File: config.mk
export PLATFORM = sky130hd
export DESIGN_NAME = i2c_txn_sequencer
export DESIGN_NICKNAME = d
export VERILOG_FILES = /design/src/rtl/i2c_txn_sequencer_pkg.sv /design/src/rtl/i2c_txn_sequencer.sv
export SDC_FILE = /design/constraint.sdc
export NUM_CORES = 1
export LEC_CHECK = 0
export CORE_ASPECT_RATIO = 1.5
export CORE_MARGIN = 4
export CORE_UTILIZATION = 45
export CTS_BUF_LIST = sky130_fd_sc_hd__clkbuf_8
export DETAILED_ROUTE_END_ITERATION = 7
export GPL_TIMING_DRIVEN = 1
export PLACE_DENSITY_LB_ADDON = 0.25
export RECOVER_POWER = 100
export SLEW_MARGIN = 20
export SYNTH_ARGS = -nofsm -noshare
export SYNTH_HDL_FRONTEND = slang
export SYNTH_SLANG_ARGS = --single-unit
File: constraint.sdc
create_clock -name clk -period 3.91 [get_ports clk]
set_input_delay 0.5865 -clock clk [delete_from_list [all_inputs] [get_ports clk]]
set_output_delay 0.5865 -clock clk [all_outputs]
set_load 0.01 [all_outputs]
File: src/rtl/i2c_txn_sequencer_pkg.sv
// i2c_txn_sequencer_pkg: shared definitions for the I2C transaction sequencer.
// This package holds the master command codes, the FSM state encodings, the latched
// request header and a helper that builds the address byte.
package i2c_txn_sequencer_pkg;

  // Commands presented to the bit-level master on cmd.
  localparam logic [2:0] k_IDLE_CMD      = 3'd0;
  localparam logic [2:0] k_START_CMD     = 3'd1;
  localparam logic [2:0] k_WRITE_CMD     = 3'd2;
  localparam logic [2:0] k_READ_ACK_CMD  = 3'd3;
  localparam logic [2:0] k_READ_NACK_CMD = 3'd4;
  localparam logic [2:0] k_STOP_CMD      = 3'd5;

  // Sequencer states.
  localparam logic [3:0] S_IDLE   = 4'd0;
  localparam logic [3:0] S_START  = 4'd1;
  localparam logic [3:0] S_ADDR   = 4'd2;
  localparam logic [3:0] S_WFETCH = 4'd3;
  localparam logic [3:0] S_WDATA  = 4'd4;
  localparam logic [3:0] S_RDATA  = 4'd5;
  localparam logic [3:0] S_STOP   = 4'd6;
  localparam logic [3:0] S_WAIT   = 4'd7;
  localparam logic [3:0] S_FINISH = 4'd8;

  // Address and direction captured when a request is accepted.
  typedef struct packed {
    logic [6:0] addr;
    logic       rw;
  } txn_hdr_t;

  // The address byte on the wire is the 7-bit address followed by the R/W bit.
  function automatic logic [7:0] addr_byte(input txn_hdr_t h);
    return {h.addr, h.rw};
  endfunction

endpackage

File: src/rtl/i2c_txn_sequencer.sv
// i2c_txn_sequencer: turns one transaction request into the START / address /
// data / STOP command sequence for a bit-level I2C master, streams write bytes
// in and read bytes out, and reports nack/abort with a done pulse.
// Optional watchdog: define I2C_SEQ_TIMEOUT_EN to abort a transaction whose
// master command does not complete within TIMEOUT_CYCLES cycles.
module i2c_txn_sequencer
  import i2c_txn_sequencer_pkg::*;
#(
  parameter int unsigned LEN_W          = 4,
  parameter int unsigned TIMEOUT_CYCLES = 4096
) (
  input  logic             clk,
  input  logic             reset,
  input  logic             req_valid,
  output logic             req_ready,
  input  logic [6:0]       req_addr,
  input  logic             req_rw,
  input  logic [LEN_W-1:0] req_len,
  input  logic             wr_valid,
  output logic             wr_ready,
  input  logic [7:0]       wr_data,
  output logic             rd_valid,
  output logic [7:0]       rd_data,
  output logic             done,
  output logic             nack,
  output logic             abort,
  output logic [2:0]       cmd,
  output logic [7:0]       tx_byte,
  output logic             write,
  input  logic             m_ready,
  input  logic             m_done,
  input  logic             m_ack,
  input  logic [7:0]       m_rx_byte
);

  logic [3:0]       state;
  logic [3:0]       ret_state;
  txn_hdr_t         hdr;
  logic [LEN_W-1:0] remaining;
  logic [LEN_W-1:0] rem_dec;
  logic [7:0]       wbyte;
  logic             nack_flag;
  logic             abort_flag;
  logic             timeout;

  // The remaining-byte counter saturates at zero instead of wrapping.
  assign rem_dec = (remaining != '0) ? remaining - LEN_W'(1) : '0;

`ifdef I2C_SEQ_TIMEOUT_EN
  localparam int unsigned WD_W = $clog2(TIMEOUT_CYCLES + 1);
  logic [WD_W-1:0] wd_cnt;

  // Watchdog counts cycles spent in WAIT; any exit from WAIT (including the
  // next command strobe) restarts it from zero.
  always_ff @(posedge clk or posedge reset) begin
    if (reset) begin
      wd_cnt <= '0;
    end else if (state != S_WAIT) begin
      wd_cnt <= '0;
    end else if (!timeout) begin
      wd_cnt <= wd_cnt + WD_W'(1);
    end
  end

  assign timeout = (state == S_WAIT) && (wd_cnt == WD_W'(TIMEOUT_CYCLES - 1));
`else
  assign timeout = 1'b0;
`endif

  // Main sequencer: one command in flight at a time, every output registered.
  always_ff @(posedge clk or posedge reset) begin
    if (reset) begin
      state      <= S_IDLE;
      ret_state  <= S_IDLE;
      hdr        <= '0;
      remaining  <= '0;
      wbyte      <= '0;
      nack_flag  <= 1'b0;
      abort_flag <= 1'b0;
      req_ready  <= 1'b1;
      wr_ready   <= 1'b0;
      rd_valid   <= 1'b0;
      rd_data    <= '0;
      done       <= 1'b0;
      nack       <= 1'b0;
      abort      <= 1'b0;
      cmd        <= k_IDLE_CMD;
      tx_byte    <= '0;
      write      <= 1'b0;
    end else begin
      write    <= 1'b0;
      rd_valid <= 1'b0;
      done     <= 1'b0;
      case (state)
        S_IDLE: begin
          if (req_valid) begin
            hdr       <= {req_addr, req_rw};
            remaining <= req_len;
            req_ready <= 1'b0;
            state     <= S_START;
          end
        end
        S_START: begin
          if (m_ready) begin
            cmd       <= k_START_CMD;
            write     <= 1'b1;
            ret_state <= S_START;
            state     <= S_WAIT;
          end
        end
        S_ADDR: begin
          if (m_ready) begin
            cmd       <= k_WRITE_CMD;
            tx_byte   <= addr_byte(hdr);
            write     <= 1'b1;
            ret_state <= S_ADDR;
            state     <= S_WAIT;
          end
        end
        S_WFETCH: begin
          if (wr_valid && wr_ready) begin
            wbyte    <= wr_data;
            wr_ready <= 1'b0;
            state    <= S_WDATA;
          end
        end
        S_WDATA: begin
          if (m_ready) begin
            cmd       <= k_WRITE_CMD;
            tx_byte   <= wbyte;
            write     <= 1'b1;
            ret_state <= S_WDATA;
            state     <= S_WAIT;
          end
        end
        S_RDATA: begin
          if (m_ready) begin
            // The last byte of a read is NACKed so the target releases SDA.
            cmd       <= (remaining > LEN_W'(1)) ? k_READ_ACK_CMD : k_READ_NACK_CMD;
            write     <= 1'b1;
            ret_state <= S_RDATA;
            state     <= S_WAIT;
          end
        end
        S_STOP: begin
          if (m_ready) begin
            cmd       <= k_STOP_CMD;
            write     <= 1'b1;
            ret_state <= S_STOP;
            state     <= S_WAIT;
          end
        end
        S_WAIT: begin
          if (m_done) begin
            case (ret_state)
              S_START: state <= S_ADDR;
              S_ADDR: begin
                if (!m_ack) begin
                  nack_flag <= 1'b1;
                  state     <= S_STOP;
                end else if (remaining == '0) begin
                  state <= S_STOP;
                end else if (!hdr.rw) begin
                  wr_ready <= 1'b1;
                  state    <= S_WFETCH;
                end else begin
                  state <= S_RDATA;
                end
              end
              S_WDATA: begin
                if (!m_ack) begin
                  nack_flag <= 1'b1;
                  state     <= S_STOP;
                end else begin
                  remaining <= rem_dec;
                  if (rem_dec == '0) begin
                    state <= S_STOP;
                  end else begin
                    wr_ready <= 1'b1;
                    state    <= S_WFETCH;
                  end
                end
              end
              S_RDATA: begin
                rd_valid  <= 1'b1;
                rd_data   <= m_rx_byte;
                remaining <= rem_dec;
                state     <= (rem_dec == '0) ? S_STOP : S_RDATA;
              end
              S_STOP: begin
                done  <= 1'b1;
                nack  <= nack_flag;
                abort <= abort_flag;
                state <= S_FINISH;
              end
              default: state <= S_STOP;
            endcase
          end else if (timeout) begin
            // A stalled STOP cannot be retried, so finish the transaction directly.
            abort_flag <= 1'b1;
            if (ret_state == S_STOP) begin
              done  <= 1'b1;
              nack  <= nack_flag;
              abort <= 1'b1;
              state <= S_FINISH;
            end else begin
              state <= S_STOP;
            end
          end
        end
        S_FINISH: begin
          nack       <= 1'b0;
          abort      <= 1'b0;
          nack_flag  <= 1'b0;
          abort_flag <= 1'b0;
          req_ready  <= 1'b1;
          state      <= S_IDLE;
        end
        default: begin
          req_ready <= 1'b1;
          wr_ready  <= 1'b0;
          state     <= S_IDLE;
        end
      endcase
    end
  end

endmodule

==> flow_metrics.tcl <==
set metrics [dict create \
    status "complete, but fails checks" \
    violations "max-capacitance violations, max-slew violations" \
    leakage_nw 1.435 \
    dp_cells 354 \
    viasPerCell 5.633 \
    rows 33 \
    drc_errors 0 \
    ys_seq_elements 53 \
    worstPathArrival_ns 2.64 \
    grt_antenna_before_repair 0 \
    total_power_mw 2.192 \
    max_freq_mhz 407.2 \
    synth_cells 241 \
    clock_sinks 53 \
    syn_to_final_growth_pct 27.27 \
    synth_ff_type "dfrtp_1" \
    vias 2039 \
    synth_largest_area_cell "dfrtp_1" \
    worstHoldPathType "reg2reg" \
    drv_slew 54 \
    mostFrequentLayoutCell "dfrtp_1" \
    postCtsHoldBufs 0 \
    end_kind "register" \
    setup_violations 0 \
    postSynth.asyncResetShare_pct 100.0 \
    htree_levels 2 \
    grt_pass1_wl_um 9611 \
    layout-drive-gt1-share_pct 11.99 \
    synthAdderAreaFrac_pct 0 \
    nets 326 \
    dp_hpwl_um 4204 \
    grt_pass1_vias 2074 \
    cts_made_buffers 5 \
    drt-total-wl_um 5776 \
    synthSimpleGateAreaFrac_pct 14.13 \
    fin_area_um2 3258 \
    synth-xor-area-share_pct 0.3421 \
    first_pass_iters 4 \
    cts_resized 0 \
    setup_ws_ns 1.454 \
    synth_top_family_by_area "compound AO/OA/AOI/OAI gates" \
    die_area_um2 6985 \
    clk_latency_ns 0.30 \
    yosysUniqueCellTypes 49 \
    cap_violations 1 \
    fin_crit_ns 2.456 \
    criticalPathCategory "reg2reg" \
    cts_setup_buffers 0 \
    ys_warn_count 0 \
    r2r_slack_ns 1.45 \
    antenna_cells 0 \
    power_density_nw_per_um2 672.7 \
    fillerInstances 477 \
    grt_max_degree 54 \
    ir_drop_uv 334.4 \
    instances_no_fill 362 \
    rr_worst_depth 3 \
    slowest_delay_ns 0.75 \
    clk_path_buf_depth 2 \
    synth_mux_area_share_pct 14.08 \
    grt_overflow_total 0 \
    drt_iter0_drc 80 \
    finalSetupTns_ns 0 \
    yosysTopAreaCellShare_pct 50.83 \
    synthTopCellsByArea "dfrtp_1, mux2_2, o21ai_0" \
    cp-start-kind "register" \
    cts_tree "built" \
    gp_congestion 0.8838 \
    fin_worst_skew_ns 0.005716 \
    ant_nets 0 \
    cp.required_ns 4.10 \
    die_h_um 100.4 \
    synth-compound-area-share_pct 14.96 \
    die_width_um 69.59 \
    synth_edf_count 0 \
    synth_nets 276 \
    initial_utilization_pct 46.62 \
    grtUsageTotal_pct 17.18 \
    core_um2 5492 \
    syn_area_per_cell_um2 10.62 \
    seq_area_frac_synth_pct 51.86 \
    min_path_cells 2 \
    top_level_ports 61 \
    wire_per_inst_um 15.96 \
    post-place-ws_ns 1.478 \
    mostFrequentLayoutCells "dfrtp_1, clkdlybuf4s50_1, dlygate4sd3_1, mux2_2, nand2_1" \
    rsz0062_at_grt "false" \
    clk_pin_slew_ns 0.09 \
    port_buffers 59 \
    slew_headroom_pct -54.77 \
    post-route-period-util_pct 62.80 \
    worst_pin_slew_ns 2.309 \
    placed_cell_area_um2 3161 \
    cp_max_fo 23 \
    root_buffer "clkbuf_8" \
    netlist_area_um2 2560 \
    hold_violations 0 \
    crit_path_top_delay_cell "dfrtp_1" \
    path_cells "nand4b_1, or3_1, mux2_2" \
]
==> critical path, delay by kind of cell, from the launching register on <==
kind          cells  cell delay (ns)
flops             1             0.75
mux               1             0.34
simple gates      2             1.25
==> layout make-up <==
type                       count  area, um^2  area share [%]
clock buffer                   6       82.58           2.535
clock inverter                 2       13.76          0.4224
inverter                      10       38.79           1.190
multi-input combinational    162        1117           34.29
sequential                    53        1328           40.74
tap                           70       87.58           2.688
timing repair buffer          59       590.6           18.13
==> state kept, by name, indices dropped and copies added, names as in the netlist <==
signal	count
nack	1
wbyte	8
write	1
rd_data	8
remaining	4
rd_valid	1
wr_ready	1
req_ready	1
done	1
tx_byte	8
nack_flag	1
hdr	8
state	4
cmd	3
ret_state	3
==> synth_stat cells, types with 2 or more instances <==
master	n
o21ai_0	19
nand3_1	2
mux2_2	24
clkbuf_1	8
nand2b_1	3
or3_1	4
mux2i_1	9
and3_1	4
a21oi_1	11
nand2_1	22
o32a_1	2
inv_1	10
o41ai_1	4
dfrtp_1	52
o31ai_1	2
nor2_1	10
nand4b_1	2
nand3b_1	3
a31oi_1	2
a41oi_1	2
a2111oi_0	3
nor2b_1	3
nor3_1	10
buf_2	5
==> power breakdown <==
part / internal [mW] / switching (mW)
Sequential: 0.766 / 0.214
Clock: 0.144 / 0.175
Combinational: 0.468 / 0.425
Total: 1.38 / 0.814
==> through the flow <==
step | util [%] | hold slack (ns)
final | 59.33 | 0.4788
after global routing | 59.33 | 0.5167
after CTS | 59.31 | 0.4909
after detailed placement | 57.55 | 0.4688
after global placement | 57.55 | 0.4603
after floorplan | - | 0.4787
==> layer usage <==
metal | GRT usage [%] | share of wire (%) | wire, um | vias to the layer above
met3 | 3.507 | 5.2 | 300 | 11
met2 | 30.22 | 51 | 2942 | 70
met4 | 7.368 | 2.0 | 118 | 0
met5 | 0 | 0 | 0 | -
li1 | - | - | - | 974
met1 | 20.29 | 42 | 2415 | 984
==> kinds of logic (layout without fill, tap and decap cells) <==
family / after synthesis / count (layout)
AO/OA/AOI/OAI: 57 / 57
XOR/XNOR: 1 / 1
buffers and inverters: 26 / 77
flip-flops: 53 / 53
multiplexers: 33 / 33
other: 1 / 1
AND/OR/NAND/NOR: 70 / 70
==> final timing paths <==
check	to	startpoint
worst min-delay path	tx_byte[5]$_DFFE_PP0P_	tx_byte[5]$_DFFE_PP0P_
worst max-delay path	rd_data[6]$_DFFE_PP0P_	state[1]$_DFFE_PP0P_
max in group asynchronous	hdr[0]$_DFFE_PP0P_	reset
worst max register to register	rd_data[6]$_DFFE_PP0P_	state[1]$_DFFE_PP0P_
worst min register to register	tx_byte[5]$_DFFE_PP0P_	tx_byte[5]$_DFFE_PP0P_
min in group asynchronous	wbyte[3]$_DFFE_PP0P_	reset
(Power assumes the default switching activity.)
